[config.mk]
export PLATFORM = sky130hd
export DESIGN_NAME = cu_engine_pipe
export DESIGN_NICKNAME = d
export VERILOG_FILES = /design/src/rtl/cu_pkg.sv /design/src/rtl/cu_adder_tree.sv /design/src/rtl/cu_engine_pipe.sv
export SDC_FILE = /design/constraint.sdc
export NUM_CORES = 2
export LEC_CHECK = 0
export CAP_MARGIN = 5
export CORE_ASPECT_RATIO = 1.2
export CORE_UTILIZATION = 51
export DETAILED_ROUTE_END_ITERATION = 16
export MAX_ROUTING_LAYER = met4
export PLACE_DENSITY = 0.71
export SLEW_MARGIN = 20
export SYNTH_ARGS = -nofsm -noshare
export SYNTH_HDL_FRONTEND = slang
export SYNTH_SLANG_ARGS = --single-unit
[constraint.sdc]
create_clock -name clk -period 5.2 [get_ports clk]
set_input_delay 1.3 -clock clk [delete_from_list [all_inputs] [get_ports clk]]
set_output_delay 1.3 -clock clk [all_outputs]
set_load 0.02 [all_outputs]
[src/rtl/cu_pkg.sv]
// Shared constants and helpers for the cu_engine_pipe sliding-window compute unit.
package cu_pkg;

  localparam int K_DEF    = 3;
  localparam int DW_DEF   = 8;
  localparam int OUTW_DEF = 16;

  // Flat weight/product index for window tap (row r, column c); column 0 is the oldest.
  function automatic int tap_idx(input int r, input int c, input int k);
    return r * k + c;
  endfunction

  // Clamp a sign-extended accumulator into the signed range of an outw-bit result.
  function automatic logic signed [63:0] sat_signed(input logic signed [63:0] v,
                                                     input int                 outw);
    logic signed [63:0] hi;
    logic signed [63:0] lo;
    hi = (64'sd1 <<< (outw - 1)) - 64'sd1;
    lo = -(64'sd1 <<< (outw - 1));
    if (v > hi) return hi;
    if (v < lo) return lo;
    return v;
  endfunction

endpackage

[src/rtl/cu_adder_tree.sv]
// N-input signed summation of a flat vector of IW-bit terms into an OW-bit sum (combinational).
module cu_adder_tree #(
  parameter int N  = 9,
  parameter int IW = 16,
  parameter int OW = 20
) (
  input  logic [N*IW-1:0]    in_i,
  output logic signed [OW-1:0] sum_o
);

  logic signed [IW-1:0] term;

  // NOTE: every variable written in always_comb gets a default first, so no path can infer a latch.
  always_comb begin
    sum_o = '0;
    term  = '0;
    for (int i = 0; i < N; i++) begin
      term  = in_i[i*IW +: IW];
      sum_o = sum_o + OW'(term);
    end
  end

endmodule

[src/rtl/cu_engine_pipe.sv]
// Pipelined KxK sliding-window MAC with saturated valid/ready output.
// Optional CU_ENGINE_RELU_EN clamps negative saturated results to zero in S3.
module cu_engine_pipe
  import cu_pkg::*;
#(
  parameter int K    = K_DEF,
  parameter int DW   = DW_DEF,
  parameter int OUTW = OUTW_DEF
) (
  input  logic                clk,
  input  logic                nrst,
  input  logic                filter_load,
  input  logic [K*K*DW-1:0]   filter_in,
  output logic                busy,
  input  logic                in_valid,
  output logic                in_ready,
  input  logic [K*DW-1:0]     data_in,
  input  logic                in_last,
  output logic                out_valid,
  input  logic                out_ready,
  output logic [OUTW-1:0]     pe_out,
  output logic                out_last
);

  localparam int SUMW = 2 * DW + $clog2(K * K);
  localparam int PW   = 2 * DW;
  localparam int NT   = K * K;
  localparam int FCW  = $clog2(K + 1);

  logic [K*K*DW-1:0]      filter_q;
  logic [K*DW-1:0]        win_q [K-1];
  logic [FCW-1:0]         fill_q, fill_d;
  logic                   s1_valid_q, s1_last_q;
  logic [NT*PW-1:0]       prod_q, prod_d;
  logic                   s2_valid_q, s2_last_q;
  logic signed [SUMW-1:0] sum_q, sum_d;
  logic                   out_valid_q, out_last_q;
  logic [OUTW-1:0]        pe_out_q;
  logic signed [OUTW-1:0] sat_d;

  logic                   stall, accept, win_done, load_en;
  logic [K*DW-1:0]        cols [K];
  logic signed [DW-1:0]   pix, wgt;
  logic signed [PW-1:0]   prod;

  assign stall    = out_valid_q && !out_ready;
  assign in_ready = !stall;
  assign accept   = in_valid && !stall;
  assign win_done = accept && (fill_q >= FCW'(K - 1));
  assign busy     = in_valid || s1_valid_q || s2_valid_q || out_valid_q;
  assign load_en  = filter_load && !busy;

  assign out_valid = out_valid_q;
  assign out_last  = out_last_q;
  assign pe_out    = pe_out_q;

  always_comb begin
    fill_d = fill_q;
    if (accept) begin
      if (in_last)                fill_d = '0;
      else if (fill_q != FCW'(K)) fill_d = fill_q + 1'b1;
    end
  end

  // S1 multiplies the window as it will look after this accept, so the new column counts immediately.
  always_comb begin
    for (int c = 0; c < K - 1; c++) cols[c] = win_q[c];
    cols[K-1] = data_in;
    prod_d = '0;
    pix    = '0;
    wgt    = '0;
    prod   = '0;
    for (int r = 0; r < K; r++) begin
      for (int c = 0; c < K; c++) begin
        pix  = cols[c][r*DW +: DW];
        wgt  = filter_q[tap_idx(r, c, K)*DW +: DW];
        prod = pix * wgt;
        prod_d[tap_idx(r, c, K)*PW +: PW] = prod;
      end
    end
  end

  cu_adder_tree #(
    .N (NT),
    .IW(PW),
    .OW(SUMW)
  ) u_adder_tree (
    .in_i (prod_q),
    .sum_o(sum_d)
  );

  always_comb begin
    sat_d = OUTW'(sat_signed(64'(sum_q), OUTW));
`ifdef CU_ENGINE_RELU_EN
    if (sat_d[OUTW-1]) sat_d = '0;
`else
    sat_d = sat_d;
`endif
  end

  // NOTE: sequential state uses non-blocking assignments so every register samples pre-edge values.
  always_ff @(posedge clk or negedge nrst) begin
    if (!nrst) begin
      // NOTE: filter and window are small register arrays, reset here so a reset also clears weights.
      filter_q <= '0;
      for (int i = 0; i < K - 1; i++) win_q[i] <= '0;
      fill_q      <= '0;
      s1_valid_q  <= 1'b0;
      s1_last_q   <= 1'b0;
      prod_q      <= '0;
      s2_valid_q  <= 1'b0;
      s2_last_q   <= 1'b0;
      sum_q       <= '0;
      out_valid_q <= 1'b0;
      out_last_q  <= 1'b0;
      pe_out_q    <= '0;
    end else begin
      if (load_en) filter_q <= filter_in;
      if (accept) begin
        for (int i = 0; i < K - 2; i++) win_q[i] <= win_q[i+1];
        win_q[K-2] <= data_in;
        fill_q     <= fill_d;
      end
      // The whole pipe advances together; bubbles travel as cleared valid bits.
      if (!stall) begin
        s1_valid_q  <= win_done;
        s1_last_q   <= win_done && in_last;
        if (win_done) prod_q <= prod_d;
        s2_valid_q  <= s1_valid_q;
        s2_last_q   <= s1_last_q;
        if (s1_valid_q) sum_q <= sum_d;
        out_valid_q <= s2_valid_q;
        out_last_q  <= s2_last_q;
        if (s2_valid_q) pe_out_q <= sat_d;
      end
    end
  end

endmodule

==> summary.txt <==
Outcome
  • Status: complete, no violations

Die
  • Initial core utilization: between 50% and 60%
  • # rows: 108
  • Die area: roughly 74000 sq um
  • Die height: approximately 300 microns
  • Core area: a little over 70000 sq um
  • Top-level I/O count: 122
  • Die W: ~250 microns

Cells and area
  • Fillcell total: between 6000 and 7000
  • Area grow syn2layout: 14.3%
  • Final Cell Area: ~42000 sq um
  • Post-Layout Cell Count: ~5000
  • # diodes: 0
  • Layout cells sized above 1: 11.3%
  • Register area: ~7700 sq um
  • Area of the multi-input gates: about 26000 sq um
  • Nets: between 5000 and 6000

Place
  • Hpwl dp: 68.9 mm
  • PortBufs: between 100 and 150
  • Placed Instances: between 4000 and 5000
  • Area after DPL: just over 40000 sq um
  • GP Congestion: 0.911

Clock network
  • Worst-Skew Late Latency: around 580 ps
  • CTS Buf Count: 42
  • CTS tree: built
  • CTS Hold Bufs: 0
  • Root buffer cell: clkbuf_16
  • Clock buffer depth: 3
  • Clock Sinks: 308
  • Clk slew on worst S/H paths: about 60 ps
  • CTS H-tree depth: 2

Route
  • Vias: approximately 26000
  • Final wirelength: between 80 and 90 mm
  • Vias per cell: 5.09
  • Pre-antenna DRT Iters: 7
  • Routed Antenna Nets: 0
  • Drt initial violations: 1086
  • Drc violations: 0
  • Post-DR wirelength/cell: ~17 microns

Yosys
  • Post-synth EDFFs: 0
  • Post-synthesis async set-or-reset flop share: 100%
  • Area contributors post-synth: fa_1 (32%), dfrtp_1 (21%), ha_1 (10%)
  • Area leader, netlist: fa_1
  • Mapped cell area: 37100 sq um
  • Leading cell type by number of instances after synthesis: inv_1
  • Top cells by count, synth: inv_1 (811), fa_1 (595), nand2_1 (439)
  • Distinct cells, synth: 60
  • Sequential-to-total area share from yosys stat: ~21%
  • Ys flop type: dfrtp_1
  • Mapped Avg Cell Area: about 9.8 sq um
  • Synth top area share: 32.1%
  • Yosys warning count: 0
  • Synth Net Count: ~4800
  • #FFs+latches synth: 308
  • Cells after Synth: approximately 3800

Global route
  • First-pass GRT wire length: between 100 and 150 mm
  • Grt ovf: 0
  • Number of global-route vias before repair: around 28000
  • Initial antenna violation count: 0
  • Gr usage total: between 20 and 25%
  • Largest net degree at the start of global routing: 100

Timing
  • Final Max Slew Viols: 0
  • Max Clk Rate: between 150 and 200 MHz
  • Setup TNS: 0 ps
  • Final hold vios: 0
  • # setup viols final: 0
  • Slew margin rel.: between 30 and 40%
  • Final Skew: ~23 ps
  • Crit share post-route: 97.6%
  • Crit path time final: 5080 ps
  • Worst-Margin Slew: ~1000 ps

Setup path
  • Crit path max fanout: 8
  • Critical path type: input port to register
  • Crit end category: register
  • CP arrival: between 5000 and 6000 ps
  • Worst EP required: around 5700 ps
  • CP Launch Type: input port

Flow run
  • Max-capacitance violation count: 0

Worst hold path
  • Worst min path class: register to register
per-layer routing:
layer | vias to the layer above | part of all wire, % | track usage (%)
met5 | - | 0 | -
met4 | 0 | 3.2 | 7.08
met3 | 141 | 2.5 | 2.20
met2 | 337 | 55 | 45.3
met1 | 12900 | 39 | 28.6
li1 | 12200 | - | -
repair_timing:
action / 4_1_cts / 5_1_grt
pin swaps: 10 / 43
resized for setup: 12 / 70
gates cloned: 0 / 0
setup endpoints to repair: 13 / 22
buffers inserted: 0 / 6
cells in the final DEF, fill, tap and decap left out, types with 19 or more instances in the layout:
cell type,count
inv_1,806
fa_1,593
nand2_1,436
and2_1,340
dfrtp_1,308
ha_1,288
buf_4,182
mux2_2,125
o21ai_0,122
clkdlybuf4s50_1,101
nor2_1,90
xnor2_1,89
a21oi_1,52
nand2b_1,51
xor2_1,49
clkbuf_16,43
a21o_1,36
o21a_1,31
o31ai_1,30
o21ai_1,29
nand3_1,26
nor3_1,19
state kept, by name, summed over array words and instances, names as in the netlist:
signal and count:
cols 48, fill_q 2, filter_q 72, out_last 1, out_valid 1, pe_out 16
prod_q 144, s1_last_q 1, s1_valid_q 1, s2_last_q 1, s2_valid_q 1, sum_q 20
stage by stage:
stage | hold WS [ps] | setup slack, ps | util, %
finish | 467 | 124 | 58.9
global route | 481 | -40.5 | 58.9
CTS | 470 | 2.60 | 58.4
detailed placement | 457 | -743 | 56.4
global placement | 450 | -662 | 56.4
floorplan | 439 | 5.29 | -
cells by family after synthesis:
group / share of synthesized area [%]
AO/OA/AOI/OAI: 7.10
XOR/XNOR: 3.30
adder cells (fa/ha/maj): 42.2
buffers and inverters: 9.07
flip-flops: 20.7
multiplexers: 3.79
AND/OR/NAND/NOR: 13.8
critical path, cell delays in order:
cell             delay, ps
clkdlybuf4s50_1        410
buf_4                  170
and2_1                 160
ha_1                   290
inv_1                   80
fa_1                   450
fa_1                   500
fa_1                   490
inv_1                   40
ha_1                   290
nor2b_1                150
o21ai_2                150
a21oi_2                 90
o21ai_2                170
a21boi_2                80
o21a_1                 170
or3_1                  300
a31o_2                 250
final cells by class:
cell class | count | share of cell area [%]
Clock buffer | 49 | 2.63
Sequential cell | 308 | 18.1
Multi-Input combinational cell | 2592 | 62.2
Clock inverter | 28 | 0.695
Timing Repair Buffer | 310 | 6.42
Inverter | 812 | 7.18
Tap cell | 935 | 2.75
final timing paths:
kind / depth (start not counted) / slack [ps] / start / to
max in group asynchronous: 2 / 3350 / nrst / cols[36]
worst min register to register: 2 / 470 / pe_out[2] / pe_out[2]
worst max register to register: 20 / 210 / prod_q[18] / sum_q[19]
worst max-delay path: 18 / 120 / data_in[6] / prod_q[44]
worst min-delay path: 2 / 470 / pe_out[2] / pe_out[2]
min in group asynchronous: 1 / 770 / nrst / out_last
Power is left out: the tool's default activity adds up to more than one toggle a clock period on the data nets, which glitch-free logic cannot reach.
